[src/rtl/ex_stage_mc.sv]
// ex_stage_mc: execute stage of the 5-stage pipelined MIPS core.
//
// Purpose:
//   Operand forwarding, single-cycle ALU, destination-register selection,
//   an iterative multiply/divide unit with HI/LO registers (one step per
//   cycle, WIDTH cycles per operation) and a registered EX/MEM boundary.
//
// Ports:
//   clk, rst_n        clock, synchronous active-low reset
//   in_valid, flush   ID/EX entry valid; kill current instruction / mul-div
//   fwd_a, fwd_b      one-hot operand sources (001 ID/EX, 010 EX/MEM, 100 MEM/WB)
//   id_ex_a, id_ex_b  register-file operands
//   ex_mem_fwd        forwarded EX/MEM result
//   mem_wb_fwd        forwarded MEM/WB result
//   imm, shamt        immediate and shift amount
//   alu_op, alu_src   operation code; 1 = operand B is imm
//   reg_dst, rt, rd   destination select and register fields
//   ex_stall          upstream hold while the mul/div unit is busy
//   out_*             registered EX/MEM outputs
//
// Optional feature: define EX_OVF_TRAP_EN to detect signed overflow on
// ADD/SUB (out_ovf = 1, destination forced to register 0). Without it
// out_ovf is tied to 0.

module ex_stage_mc #(
    parameter int WIDTH   = 32,
    parameter int RADDR   = 5,
    parameter int SHAMT_W = 5
) (
    input  logic               clk,
    input  logic               rst_n,
    input  logic               in_valid,
    input  logic               flush,
    input  logic [2:0]         fwd_a,
    input  logic [2:0]         fwd_b,
    input  logic [WIDTH-1:0]   id_ex_a,
    input  logic [WIDTH-1:0]   id_ex_b,
    input  logic [WIDTH-1:0]   ex_mem_fwd,
    input  logic [WIDTH-1:0]   mem_wb_fwd,
    input  logic [WIDTH-1:0]   imm,
    input  logic [SHAMT_W-1:0] shamt,
    input  logic [4:0]         alu_op,
    input  logic               alu_src,
    input  logic               reg_dst,
    input  logic [RADDR-1:0]   rt,
    input  logic [RADDR-1:0]   rd,
    output logic               ex_stall,
    output logic               out_valid,
    output logic [WIDTH-1:0]   out_result,
    output logic               out_zero,
    output logic [WIDTH-1:0]   out_store_data,
    output logic [RADDR-1:0]   out_reg_dest,
    output logic               out_ovf
);

    localparam int CNT_W = $clog2(WIDTH + 1);

    typedef enum logic {IDLE, BUSY} state_t;

    state_t state, state_next;

    logic [WIDTH-1:0]   op_a, op_b_fwd, op_b, alu_result;
    logic [WIDTH-1:0]   hi, lo;
    logic [CNT_W-1:0]   counter;
    logic               md_mul, md_signed;
    logic [WIDTH-1:0]   md_a, md_b, md_mag_b;
    logic [2*WIDTH-1:0] md_acc, step_next, prod_final;
    logic [WIDTH:0]     mul_sum, div_shift, div_diff;
    logic [WIDTH-1:0]   hi_final, lo_final, mag_a, mag_b;
    logic               is_muldiv, start_signed, start_mul;
    logic               accept_single, start_md, md_neg_q;

    // Anything that is not exactly one-hot falls back to the register file.
    function automatic logic [WIDTH-1:0] fwd_select(input logic [2:0] sel,
                                                    input logic [WIDTH-1:0] reg_val,
                                                    input logic [WIDTH-1:0] ex_val,
                                                    input logic [WIDTH-1:0] wb_val);
        case (sel)
            3'b010:  return ex_val;
            3'b100:  return wb_val;
            default: return reg_val;
        endcase
    endfunction

    assign op_a     = fwd_select(fwd_a, id_ex_a, ex_mem_fwd, mem_wb_fwd);
    assign op_b_fwd = fwd_select(fwd_b, id_ex_b, ex_mem_fwd, mem_wb_fwd);
    assign op_b     = alu_src ? imm : op_b_fwd;

    assign is_muldiv     = (alu_op >= 5'd17) && (alu_op <= 5'd20);
    assign start_mul     = (alu_op == 5'd17) || (alu_op == 5'd18);
    assign start_signed  = (alu_op == 5'd17) || (alu_op == 5'd19);
    assign accept_single = in_valid && !flush && (state == IDLE) && !is_muldiv;
    assign start_md      = in_valid && !flush && (state == IDLE) && is_muldiv;
    assign ex_stall      = (state == BUSY);

    always_comb begin
        alu_result = '0;
        case (alu_op)
            5'd0:  alu_result = op_a + op_b;
            5'd1:  alu_result = op_a - op_b;
            5'd2:  alu_result = op_a & op_b;
            5'd3:  alu_result = op_a | op_b;
            5'd4:  alu_result = op_a ^ op_b;
            5'd5:  alu_result = ~(op_a | op_b);
            5'd6:  alu_result = {{(WIDTH-1){1'b0}}, $signed(op_a) < $signed(op_b)};
            5'd7:  alu_result = {{(WIDTH-1){1'b0}}, op_a < op_b};
            5'd8:  alu_result = op_b << shamt;
            5'd9:  alu_result = op_b >> shamt;
            5'd10: alu_result = $signed(op_b) >>> shamt;
            5'd11: alu_result = op_b << op_a[SHAMT_W-1:0];
            5'd12: alu_result = op_b >> op_a[SHAMT_W-1:0];
            5'd13: alu_result = $signed(op_b) >>> op_a[SHAMT_W-1:0];
            5'd14: alu_result = op_b << (WIDTH / 2);
            5'd15: alu_result = hi;
            5'd16: alu_result = lo;
            default: alu_result = '0;
        endcase
    end

    // The iterative unit works on magnitudes; signs are reapplied on the
    // final step. md_acc holds {upper product, multiplier} for multiply and
    // {remainder, dividend/quotient} for division.
    always_comb begin
        mag_a     = (start_signed && op_a[WIDTH-1]) ? -op_a : op_a;
        mag_b     = (start_signed && op_b[WIDTH-1]) ? -op_b : op_b;
        mul_sum   = {1'b0, md_acc[2*WIDTH-1:WIDTH]}
                    + (md_acc[0] ? {1'b0, md_mag_b} : {(WIDTH+1){1'b0}});
        div_shift = {md_acc[2*WIDTH-1:WIDTH], md_acc[WIDTH-1]};
        div_diff  = div_shift - {1'b0, md_mag_b};
        if (md_mul)
            step_next = {mul_sum, md_acc[WIDTH-1:1]};
        else if (div_diff[WIDTH])
            step_next = {div_shift[WIDTH-1:0], md_acc[WIDTH-2:0], 1'b0};
        else
            step_next = {div_diff[WIDTH-1:0], md_acc[WIDTH-2:0], 1'b1};
        md_neg_q   = md_signed && (md_a[WIDTH-1] ^ md_b[WIDTH-1]);
        prod_final = md_neg_q ? -step_next : step_next;
        if (md_mul) begin
            hi_final = prod_final[2*WIDTH-1:WIDTH];
            lo_final = prod_final[WIDTH-1:0];
        end else if (md_b == '0) begin
            hi_final = md_a;
            lo_final = '1;
        end else begin
            lo_final = md_neg_q ? -step_next[WIDTH-1:0] : step_next[WIDTH-1:0];
            hi_final = (md_signed && md_a[WIDTH-1]) ? -step_next[2*WIDTH-1:WIDTH]
                                                    : step_next[2*WIDTH-1:WIDTH];
        end
    end

    // Mul/div controller state register.
    always_ff @(posedge clk) begin
        if (!rst_n)
            state <= IDLE;
        else
            state <= state_next;
    end

    // Leave BUSY on flush (abort) or once the last step is taken.
    always_comb begin
        state_next = state;
        case (state)
            IDLE:    if (start_md) state_next = BUSY;
            BUSY:    if (flush || counter == CNT_W'(1)) state_next = IDLE;
            default: state_next = IDLE;
        endcase
    end

    // Mul/div datapath: latch operands at start, step once per BUSY cycle,
    // commit HI/LO on the final step. A flush discards the partial result.
    always_ff @(posedge clk) begin
        if (!rst_n) begin
            counter   <= '0;
            hi        <= '0;
            lo        <= '0;
            md_mul    <= 1'b0;
            md_signed <= 1'b0;
            md_a      <= '0;
            md_b      <= '0;
            md_mag_b  <= '0;
            md_acc    <= '0;
        end else if (state == IDLE) begin
            if (start_md) begin
                counter   <= CNT_W'(WIDTH);
                md_mul    <= start_mul;
                md_signed <= start_signed;
                md_a      <= op_a;
                md_b      <= op_b;
                md_mag_b  <= mag_b;
                md_acc    <= {{WIDTH{1'b0}}, mag_a};
            end
        end else if (flush) begin
            counter <= '0;
        end else begin
            md_acc  <= step_next;
            counter <= counter - CNT_W'(1);
            if (counter == CNT_W'(1)) begin
                hi <= hi_final;
                lo <= lo_final;
            end
        end
    end

`ifdef EX_OVF_TRAP_EN
    logic ovf_detect;

    // Same-sign operands (after negating B for SUB) giving a different-sign
    // result means the signed result wrapped.
    always_comb begin
        ovf_detect = 1'b0;
        if (alu_op == 5'd0)
            ovf_detect = (op_a[WIDTH-1] == op_b[WIDTH-1])
                         && (alu_result[WIDTH-1] != op_a[WIDTH-1]);
        else if (alu_op == 5'd1)
            ovf_detect = (op_a[WIDTH-1] != op_b[WIDTH-1])
                         && (alu_result[WIDTH-1] != op_a[WIDTH-1]);
    end
`endif

    // EX/MEM boundary: bubbles clear out_valid but hold the data fields.
    always_ff @(posedge clk) begin
        if (!rst_n) begin
            out_valid      <= 1'b0;
            out_result     <= '0;
            out_zero       <= 1'b0;
            out_store_data <= '0;
            out_reg_dest   <= '0;
`ifdef EX_OVF_TRAP_EN
            out_ovf        <= 1'b0;
`endif
        end else begin
            out_valid <= accept_single;
            if (accept_single) begin
                out_result     <= alu_result;
                out_zero       <= (alu_result == '0);
                out_store_data <= op_b_fwd;
`ifdef EX_OVF_TRAP_EN
                out_ovf        <= ovf_detect;
                out_reg_dest   <= ovf_detect ? '0 : (reg_dst ? rd : rt);
`else
                out_reg_dest   <= reg_dst ? rd : rt;
`endif
            end
        end
    end

`ifndef EX_OVF_TRAP_EN
    assign out_ovf = 1'b0;
`endif

endmodule

[config.mk]
export PLATFORM = sky130hd
export DESIGN_NAME = ex_stage_mc
export DESIGN_NICKNAME = d
export VERILOG_FILES = /design/src/rtl/ex_stage_mc.sv
export SDC_FILE = /design/constraint.sdc
export NUM_CORES = 2
export LEC_CHECK = 0
export ABC_AREA = 1
export ABC_CLOCK_PERIOD_IN_PS = 9810
export CAP_MARGIN = 30
export CELL_PAD_IN_SITES_DETAIL_PLACEMENT = 1
export CELL_PAD_IN_SITES_GLOBAL_PLACEMENT = 2
export CORE_AREA = 2 2 312 314
export DETAILED_ROUTE_END_ITERATION = 16
export DIE_AREA = 0 0 314 316
export DONT_BUFFER_PORTS = 1
export GPL_ROUTABILITY_DRIVEN = 0
export HOLD_SLACK_MARGIN = 0.06
export PLACE_DENSITY = 0.84
export RECOVER_POWER = 50
export SYNTH_ARGS = -nofsm -noshare
export SYNTH_HDL_FRONTEND = slang
export SYNTH_SLANG_ARGS = --single-unit
[constraint.sdc]
create_clock -name clk -period 9.81 [get_ports clk]
set_input_delay 1.4715 -clock clk [delete_from_list [all_inputs] [get_ports clk]]
set_output_delay 1.4715 -clock clk [all_outputs]
set_load 0.1 [all_outputs]
==> summary.md <==
| Metric | Value |
|---|---|
| Clock Tree Root | `clkbuf_16` |
| Number of port buffers | `0` |
| Synthesized net count | `6,646` |
| Outcome | `finished, violations left` |
| Die ar. | `99,200 um2` |
| First-pass GRT wire length | `302 mm` |
| Worst VDD drop | `0.132 mV` |
| Final hold vios | `0` |
| CP Data Arrival Time | `8.43 ns` |
| HP Class | `flip-flop to flip-flop` |
| Critical Path, Cell by Cell | `inv_1, nand2_1, a21oi_1, and3_1, inv_1, nand2_2, clkbuf_1, clkinvlp_2, clkbuf_1, buf_4, o21ai_0, a21oi_1` |
| Share of the synthesized area in the top cell type | `0.190` |
| MaxCap Viol Count | `3` |
| Fin util | `0.394` |
| Maximum clock insertion buffer count | `3` |
| Critical path's largest stage delay | `2.11 ns` |
| Final ANT Viol Nets | `0` |
| Setup TNS Final | `0 ns` |
| Worst hold slack | `0.469 ns` |
| Post-synth EDFFs | `0` |
| Top post-synthesis cells by area | `nand2_1, dfxtp_1, nand3_1` |
| Starting Density | `0.367` |
| Worst Path Required | `10.28 ns` |
| Clk_lat worst skew | `0.65 ns` |
| Row count | `114` |
| Fmax | `126 MHz` |
| Resized Gates After CTS | `0` |
| Fillcell total | `13,400` |
| I/O Pins | `265` |
| Number of synthesized register bits | `303` |
| Ys flop type | `dfxtp_1` |
| Worst slew pin tran | `3.02 ns` |
| Clk pin slew, worst setup/hold paths | `0.06 ns` |
| Pin count of the biggest net entering global routing | `221` |
| Failing checks | `max-capacitance violations, max-slew violations` |
| Final min period | `7.96 ns` |
| CTS tree | `yes` |
| Power Total | `5.81 mW` |
| Crit path max-delay family | `buffers and inverters` |
| DP HPWL | `161 mm` |
| 1st-iter DRT viols | `4,986` |
| Setup-failing EPs final | `0` |
| Remaining routing DRC violations | `0` |
| Worst Clk Skew | `0.0223 ns` |
| Buffers & Inverters on Critical Path | `6` |
| Worst path slowest cell | `clkbuf_1` |
| H-tree depth | `2` |
| Vias per cell | `6.14` |
| Sink Count | `303` |
| Crit. End Element | `flip-flop` |
| RSZ-0062 raised after global routing | `false` |
| Power Dens Cells | `154 nW/um2` |
| # hold bufs at CTS | `0` |
| Die Y | `316 um` |
| DR pass1 iterations | `8` |
| Count leader, synth | `nand2_1` |
| Initial antenna violation count | `16` |
| Number of setup buffers added after CTS | `0` |
| Synthesized area | `35,200 um2` |
| Nets | `6,505` |
| Pleak | `18.0 nW` |
| Worst Path Max Fanout | `60` |
| Synth warn | `0` |
| Fin. max-slew vios | `167` |
| Via Count | `45,800` |
| Total global-route track usage | `0.413` |
| Area of the core | `96,000 um2` |
| Post-Synthesis Cells | `6,276` |
| Area grow syn2layout | `7.47%` |
| Share of cells above drive strength 1 | `0.0600` |
| Wirelength per Cell | `28.4 um` |
| Avg Synthesized Cell Area | `5.61 um2` |
| Total gr overflow | `0` |
| Synth cell types | `71` |
| Tcrit/Tclk final | `0.811` |
| Routed Wire Length | `211 mm` |
| Ys async rst share | `0` |
| Yosys top cell by area | `nand2_1` |
| CTS Buf Count | `44` |
| Die X | `314 um` |
| Crit path kind | `input pin to flip-flop` |
| Worst setup SP type | `input pin` |
| Slew margin rel. | `-1.01` |
| Sequential area share after synthesis | `0.172` |
| Most frequent cells after synthesis | `nand2_1, nand3_1, inv_1` |
| Vias in the first global route | `44,000` |
-- where the power goes --
part           leakage, nW  internal (mW)  switching, mW  total [mW]
Clock                0.717          0.964          0.754        1.72
Sequential            2.46           1.27          0.147        1.41
Combinational         14.9          0.637           2.04        2.68
Total                 18.0           2.87           2.94        5.81
-- per-layer routing --
layer | vias up | track usage | wire (um)
met5 | - | 0 | 40
met1 | 22000 | 0.500 | 81700
met2 | 2477 | 0.622 | 88300
met3 | 827 | 0.122 | 22600
met4 | 6 | 0.301 | 18800
li1 | 20500 | - | -
-- worst min-delay path, delay by kind of cell, from the launching register on --
kind,cells,cell delay [ns]
AND/OR/NAND/NOR,1,0.06
AO/OA/AOI/OAI,1,0.05
flip-flops,1,0.31
-- kinds of logic after synthesis --
group                      after synthesis  synth area share
xor gates and xnor gates                82            0.0204
adders and majority gates              178            0.0641
buffers and inverters                  968             0.110
DFF                                    303             0.172
AOI/OAI and AO/OA                     1229             0.199
other                                    1          0.000107
and+or+nand+nor                       3511             0.432
muxes                                    4           0.00117
-- final timing paths --
kind,depth (start not counted),to,from,slack [ns]
worst max-delay path,12,out_result[3],alu_op[1],1.85
worst min-delay path,2,counter[4],counter[4],0.47
worst max register to register,12,out_result[3],ex_stall,2.05
worst min register to register,2,counter[4],counter[4],0.47
-- through the flow --
stage	worst slack, ns	instances	instance area (um2)
after global placement	2.73	7328	36100
final	1.85	7457	37800
after floorplan	5.02	6276	35200
after CTS	3.39	7431	38000
after detailed placement	2.72	7352	36500
after global routing	1.47	7444	37800
-- placed cells by master (no fill, tap or decap), types with 32 or more instances in the layout --
cell type     n
a21oi_1     466
buf_4        95
o21ai_0     444
nand2_2      36
nand4_1      77
nand2_1    1783
xor2_1       56
nor3_1       62
dfxtp_1     301
inv_1       614
nand3_1     841
ha_1        174
clkbuf_16    44
nor2_1      564
o21ai_1      37
o221ai_1     32
-- sequential cells by signal, indices dropped and copies added (netlist names), 5 cells and up --
signal / flops
out_reg_dest: 5
hi: 32
counter: 6
md_a: 32
md_acc: 64
md_b: 32
lo: 32
out_result: 32
md_mag_b: 31
out_store_data: 32
-- layout make-up --
class / count / area, um2 / share of cell area
Clock inverter: 22 / 294 / 0.00778
Timing Repair Buffer: 134 / 921 / 0.0244
Sequential cell: 303 / 6070 / 0.161
Antenna cell: 13 / 32.5 / 0.000860
Tap cell: 1276 / 1600 / 0.0422
Inverter: 647 / 2440 / 0.0644
Clock buffer: 57 / 1210 / 0.0320
Multi-Input combinational cell: 5005 / 25300 / 0.668
Power figures use the tool's default switching activity.
